[config.mk]
export PLATFORM = sky130hd
export DESIGN_NAME = serial_add_sequencer_flat
export DESIGN_NICKNAME = d
export VERILOG_FILES = /design/src/rtl/serial_add_sequencer_pkg.sv /design/src/rtl/serial_add_sequencer_if.sv /design/src/rtl/serial_add_sequencer.sv /design/src/flat_wrapper.sv
export SDC_FILE = /design/constraint.sdc
export NUM_CORES = 1
export LEC_CHECK = 0
export CORE_UTILIZATION = 25
export CTS_CLUSTER_DIAMETER = 100
export DETAILED_ROUTE_END_ITERATION = 8
export PLACE_DENSITY = 0.52
export REMOVE_ABC_BUFFERS = 1
export SKIP_CTS_REPAIR_TIMING = 1
export SYNTH_ARGS = -nofsm -noshare
export SYNTH_HDL_FRONTEND = slang
export SYNTH_SLANG_ARGS = --single-unit
[constraint.sdc]
create_clock -name clk_i -period 1.9 [get_ports clk_i]
set_input_delay 0.285 -clock clk_i [delete_from_list [all_inputs] [get_ports clk_i]]
set_output_delay 0.285 -clock clk_i [all_outputs]
set_load 0.05 [all_outputs]
[src/rtl/serial_add_sequencer_pkg.sv]
// serial_add_sequencer_pkg: shared byte width and FSM state encoding for the serial add/sub sequencer
package serial_add_sequencer_pkg;
  localparam int BYTE_W = 8;
  typedef enum logic [1:0] {IDLE, RUN, DONE} seq_state_e;
endpackage

[src/rtl/serial_add_sequencer_if.sv]
// serial_add_sequencer_if: request/response handshakes plus 8-bit adder bus; slave = sequencer, master = parent/bench
interface serial_add_sequencer_if
  import serial_add_sequencer_pkg::*;
#(
  parameter int NUM_BYTES = 4
);
  localparam int W = BYTE_W * NUM_BYTES;
  logic              req_valid_i;
  logic              req_ready_o;
  logic [W-1:0]      a_i;
  logic [W-1:0]      b_i;
  logic              sub_i;
  logic              carry_i;
  logic              rsp_valid_o;
  logic              rsp_ready_i;
  logic [W-1:0]      result_o;
  logic              carry_o;
  logic              overflow_o;
  logic              zero_o;
  logic [BYTE_W-1:0] add_a_o;
  logic [BYTE_W-1:0] add_b_o;
  logic              add_carry_o;
  logic [BYTE_W-1:0] add_sum_i;
  logic              add_carry_i;
  modport slave (
    input  req_valid_i, a_i, b_i, sub_i, carry_i, rsp_ready_i, add_sum_i, add_carry_i,
    output req_ready_o, rsp_valid_o, result_o, carry_o, overflow_o, zero_o, add_a_o, add_b_o, add_carry_o
  );
  modport master (
    output req_valid_i, a_i, b_i, sub_i, carry_i, rsp_ready_i, add_sum_i, add_carry_i,
    input  req_ready_o, rsp_valid_o, result_o, carry_o, overflow_o, zero_o, add_a_o, add_b_o, add_carry_o
  );
endinterface

[src/rtl/serial_add_sequencer.sv]
// serial_add_sequencer: wide add/sub one byte per cycle through an external 8-bit adder; ports clk_i, rst_i (sync high), bus (slave: req/rsp handshakes, operands, flags, adder a/b/cin out and sum/cout in)
module serial_add_sequencer
  import serial_add_sequencer_pkg::*;
#(
  parameter int NUM_BYTES = 4
) (
  input logic                   clk_i,
  input logic                   rst_i,
  serial_add_sequencer_if.slave bus
);
  localparam int IW = $clog2(NUM_BYTES);
  localparam logic [IW-1:0] LAST = IW'(NUM_BYTES - 1);
  seq_state_e state_q, state_d;
  logic [NUM_BYTES-1:0][BYTE_W-1:0] a_q, a_d, b_q, b_d, r_q, r_d;
  logic [IW-1:0] idx_q, idx_d;
  logic carry_q, carry_d, fin_q, fin_d, run;
  always_ff @(posedge clk_i) begin
    if (rst_i) begin
      state_q <= IDLE;
      a_q     <= '0;
      b_q     <= '0;
      r_q     <= '0;
      idx_q   <= '0;
      carry_q <= 1'b0;
      fin_q   <= 1'b0;
    end else begin
      state_q <= state_d;
      a_q     <= a_d;
      b_q     <= b_d;
      r_q     <= r_d;
      idx_q   <= idx_d;
      carry_q <= carry_d;
      fin_q   <= fin_d;
    end
  end
  always_comb begin
    state_d = state_q;
    a_d     = a_q;
    b_d     = b_q;
    r_d     = r_q;
    idx_d   = idx_q;
    carry_d = carry_q;
    fin_d   = fin_q;
    if (state_q == IDLE && bus.req_valid_i) begin
      a_d     = bus.a_i;
      b_d     = bus.sub_i ? ~bus.b_i : bus.b_i;
      carry_d = bus.sub_i ^ bus.carry_i;
      idx_d   = '0;
      fin_d   = 1'b0;
      state_d = RUN;
    end else if (state_q == RUN) begin
      r_d[idx_q] = bus.add_sum_i;
      carry_d    = bus.add_carry_i;
      idx_d      = (idx_q == LAST) ? '0 : idx_q + IW'(1);
      fin_d      = idx_q == LAST;
      state_d    = (idx_q == LAST) ? DONE : RUN;
    end else if (state_q == DONE && bus.rsp_ready_i) begin
      state_d = IDLE;
    end
  end
  assign run             = state_q == RUN;
  assign bus.req_ready_o = state_q == IDLE;
  assign bus.rsp_valid_o = state_q == DONE;
  assign bus.add_a_o     = run ? a_q[idx_q] : '0;
  assign bus.add_b_o     = run ? b_q[idx_q] : '0;
  assign bus.add_carry_o = run & carry_q;
  assign bus.result_o    = r_q;
  assign bus.carry_o     = carry_q;
  // flags are qualified by fin_q so they read 0 out of reset and while a new operation is in flight
  assign bus.overflow_o  = fin_q & (a_q[NUM_BYTES-1][BYTE_W-1] == b_q[NUM_BYTES-1][BYTE_W-1])
                                 & (r_q[NUM_BYTES-1][BYTE_W-1] != a_q[NUM_BYTES-1][BYTE_W-1]);
  assign bus.zero_o      = fin_q & ~|r_q;
endmodule

[src/flat_wrapper.sv]
// flat-port wrapper written by rule: the top's interface ports become plain ports
module serial_add_sequencer_flat import serial_add_sequencer_pkg::*;
#(
  parameter int NUM_BYTES = 4
)
  (clk_i, rst_i, bus_req_valid_i, bus_a_i, bus_b_i, bus_sub_i, bus_carry_i, bus_rsp_ready_i, bus_add_sum_i, bus_add_carry_i, bus_req_ready_o, bus_rsp_valid_o, bus_result_o, bus_carry_o, bus_overflow_o, bus_zero_o, bus_add_a_o, bus_add_b_o, bus_add_carry_o);
  serial_add_sequencer_if #(.NUM_BYTES(NUM_BYTES)) bus_i ();
  input logic clk_i;
  input logic rst_i;
  input wire logic [$bits(bus_i.req_valid_i)-1:0] bus_req_valid_i;
  input wire logic [$bits(bus_i.a_i)-1:0] bus_a_i;
  input wire logic [$bits(bus_i.b_i)-1:0] bus_b_i;
  input wire logic [$bits(bus_i.sub_i)-1:0] bus_sub_i;
  input wire logic [$bits(bus_i.carry_i)-1:0] bus_carry_i;
  input wire logic [$bits(bus_i.rsp_ready_i)-1:0] bus_rsp_ready_i;
  input wire logic [$bits(bus_i.add_sum_i)-1:0] bus_add_sum_i;
  input wire logic [$bits(bus_i.add_carry_i)-1:0] bus_add_carry_i;
  output wire logic [$bits(bus_i.req_ready_o)-1:0] bus_req_ready_o;
  output wire logic [$bits(bus_i.rsp_valid_o)-1:0] bus_rsp_valid_o;
  output wire logic [$bits(bus_i.result_o)-1:0] bus_result_o;
  output wire logic [$bits(bus_i.carry_o)-1:0] bus_carry_o;
  output wire logic [$bits(bus_i.overflow_o)-1:0] bus_overflow_o;
  output wire logic [$bits(bus_i.zero_o)-1:0] bus_zero_o;
  output wire logic [$bits(bus_i.add_a_o)-1:0] bus_add_a_o;
  output wire logic [$bits(bus_i.add_b_o)-1:0] bus_add_b_o;
  output wire logic [$bits(bus_i.add_carry_o)-1:0] bus_add_carry_o;
  assign bus_i.req_valid_i = bus_req_valid_i;
  assign bus_i.a_i = bus_a_i;
  assign bus_i.b_i = bus_b_i;
  assign bus_i.sub_i = bus_sub_i;
  assign bus_i.carry_i = bus_carry_i;
  assign bus_i.rsp_ready_i = bus_rsp_ready_i;
  assign bus_i.add_sum_i = bus_add_sum_i;
  assign bus_i.add_carry_i = bus_add_carry_i;
  assign bus_req_ready_o = bus_i.req_ready_o;
  assign bus_rsp_valid_o = bus_i.rsp_valid_o;
  assign bus_result_o = bus_i.result_o;
  assign bus_carry_o = bus_i.carry_o;
  assign bus_overflow_o = bus_i.overflow_o;
  assign bus_zero_o = bus_i.zero_o;
  assign bus_add_a_o = bus_i.add_a_o;
  assign bus_add_b_o = bus_i.add_b_o;
  assign bus_add_carry_o = bus_i.add_carry_o;
  serial_add_sequencer #(.NUM_BYTES(NUM_BYTES)) u_core (.clk_i(clk_i), .rst_i(rst_i), .bus(bus_i));
endmodule
==> out/qor.csv <==
metric,value,unit
io_pins,133,
final_common_cell,dfxtp_1,
grt_pass1_wl,20450,um
fin_ws,-0.09351,ns
final_cell_mix,"99 x dfxtp_1, 92 x clkdlybuf4s50_1, 71 x nor2_1",
clk_pin_slew_worst_paths,0.07,ns
ys_ff_latch,102,
hold_ws,0.4517,ns
hold_viol_final,0,
clk_path_buf_depth,2,
diodes,0,
ant_nets,0,
io_buffers,132,
crit_fanout,6,
fin_area,7012,um2
grt_pass1_vias,3911,
ys_warn_count,0,
cap_viol_max_count,0,
n_fill_cell,1853,
final-setup-viol-count,17,
path_class,reg -> out,
hp-class,reg -> reg,
synth_cells,483,
cts_made_buffers,9,
root_buffer,clkbuf_16,
layout.nets,703,
drt_iter0_drc,188,
crit_arrival,1.71,ns
area_growth_syn_to_layout,47.32,%
dr.pass1.iters,4,
worst_ep_required_time,1.62,ns
dieWidth,140.0,um
place_ws,0.1461,ns
max_clock_freq,0.5016,GHz
place.gp.congestion,0.7598,
viasPerCell,4.492,
period_share,104.9,%
antenna_found_initial,0,
synthDistinctLibCells,28,
failed_checks,negative setup slack,
crit_path_end_kind,primary output,
num_vias,3859,
power_density,762.3,nW/um2
regArea,2051,um2
place_area,6390,um2
grt_usage,13.42,%
worstMarginPinSlew,0.5915,ns
final_max_slew_viol_count,0,
drive_above_1_share,22.88,%
fin_crit,1.994,ns
cp_slowest_cell,mux4_2,
synth.cell_area,4760,um2
insertion_delay,0.35,ns
critPathBufInv,2,
wl_per_cell,15.12,um
cts_tree,built,
syn_area_per_cell,9.854,um2
wl,12990,um
yosysSeqAreaShare,42.90,%
start_util,25.44,%
core-area,18710,um2
drc,0,
cts.sinks,102,
grt.overflow.total,0,
crit_family,multiplexers,
hpwlAfterDp,8839,um
fp.dieH,140.0,um
h-tree-depth,3,
slew_headroom,60.56,%
placementRows,50,
path_cells,clkbuf_16 > mux4_2 > nor2b_1 > buf_6,
fin_cells,859,
dieArea,19590,um2
placed_cells,830,
p_leak,2.927,nW
ir_drop,404.0,uV
startpoint_type,flop,
grt_max_degree,103,
skew,0.006636,ns
status,"finished, violations left",
multiInputGateArea,2504,um2
critPathMaxStageDelay,0.49,ns
rsz0062_at_grt,yes,
==> where the power goes <==
part	switching [mW]	total, mW	internal, mW	leakage [nW]
clock	0.814	1.91	1.10	0.149
combinational	0.539	1.09	0.548	1.94
sequential	0.0775	2.34	2.27	0.838
==> layer usage <==
metal | global-route usage [%] | part of all wire [%]
met1 | 16.28 | 45
met4 | 3.644 | 0.95
met3 | 5.368 | 7.5
met2 | 21.95 | 46
met5 | 0 | 0
==> path summary, 6_finish.rpt <==
| check | startpoint | slack, ns | endpoint | depth (start not counted) |
|---|---|---|---|---|
| setup / recovery | u_core.idx_q[0] | -0.09 | bus_add_a_o[4] | 4 |
| hold / removal | u_core.a_q[19] | 0.45 | u_core.a_q[19] | 2 |
| setup reg to reg | u_core.idx_q[0] | 0.23 | u_core.bus.result_o[0] | 9 |
| hold reg to reg | u_core.a_q[19] | 0.45 | u_core.a_q[19] | 2 |
==> area by class of cell <==
type,instances,share of cell area (%)
well taps,234,4.176
repair buffers,168,26.21
inverters,4,0.2141
clock inverters,4,0.7852
clock buffers,12,3.658
multi-input cells,335,35.71
flip-flops and latches,102,29.25
==> cells by family (layout without fill, tap and decap cells) <==
kind of cell | after synthesis | count (layout) | synth area share [%]
AND/OR/NAND/NOR | 176 | 176 | 16.17
adder cells (fa/ha/maj) | 4 | 4 | 1.052
AO/OA/AOI/OAI | 71 | 71 | 12.78
flip-flops | 102 | 102 | 42.90
XOR/XNOR | 33 | 33 | 6.073
buffers and inverters | 46 | 188 | 6.099
multiplexers | 51 | 51 | 14.93
==> cells in the mapped netlist, drive strengths merged <==
| cell | count | area [um2] |
|---|---|---|
| inv | 4 | 15.01 |
| xnor2 | 32 | 280.3 |
| nor3 | 3 | 15.01 |
| xor2 | 1 | 8.760 |
| a21boi | 1 | 7.510 |
| mux2i | 35 | 350.3 |
| ha | 4 | 50.05 |
| nand2 | 67 | 251.5 |
| nor2 | 71 | 266.5 |
| nand2b | 2 | 15.02 |
| buf | 33 | 241.5 |
| a21oi | 34 | 170.2 |
| a211oi | 34 | 420.4 |
| clkbuf | 9 | 33.78 |
| mux4 | 16 | 360.4 |
| nand3b | 5 | 37.54 |
| nor4 | 7 | 43.79 |
| o21ai | 2 | 10.01 |
| or3b | 1 | 8.760 |
| nor3b | 1 | 12.51 |
| nor2b | 17 | 106.4 |
| dfxtp | 102 | 2042 |
| nand4 | 2 | 12.51 |
==> per-stage QoR <==
step | TNS, ns | power [mW] | utilization (%)
2_1_floorplan | -174.58 | 2.948 | -
3_3_place_gp | 0 | 3.419 | 34.16
3_5_place_dp | 0 | 3.441 | 34.16
4_1_cts | -2.902 | 5.391 | 35.83
5_1_grt | -2.529 | 5.618 | 37.48
6_report | -1.213 | 5.345 | 37.48
==> worst reg2reg max path: cells and delay by family, from the launching register on <==
kind	cells	cell delay (ns)
mux	1	0.21
fa+ha+maj	1	0.19
simple gates	2	0.14
buf+inv	5	0.60
flops	1	0.40
==> flip-flops by register name (all words and copies together) (netlist names) <==
name	count
u_core.a_q	32
u_core.b_q	32
u_core.bus.result_o	32
u_core.idx_q	2
u_core.state_q	2
u_core.bus.carry_o	1
u_core.fin_q	1
No activity file was read; power rests on OpenSTA's default activity.
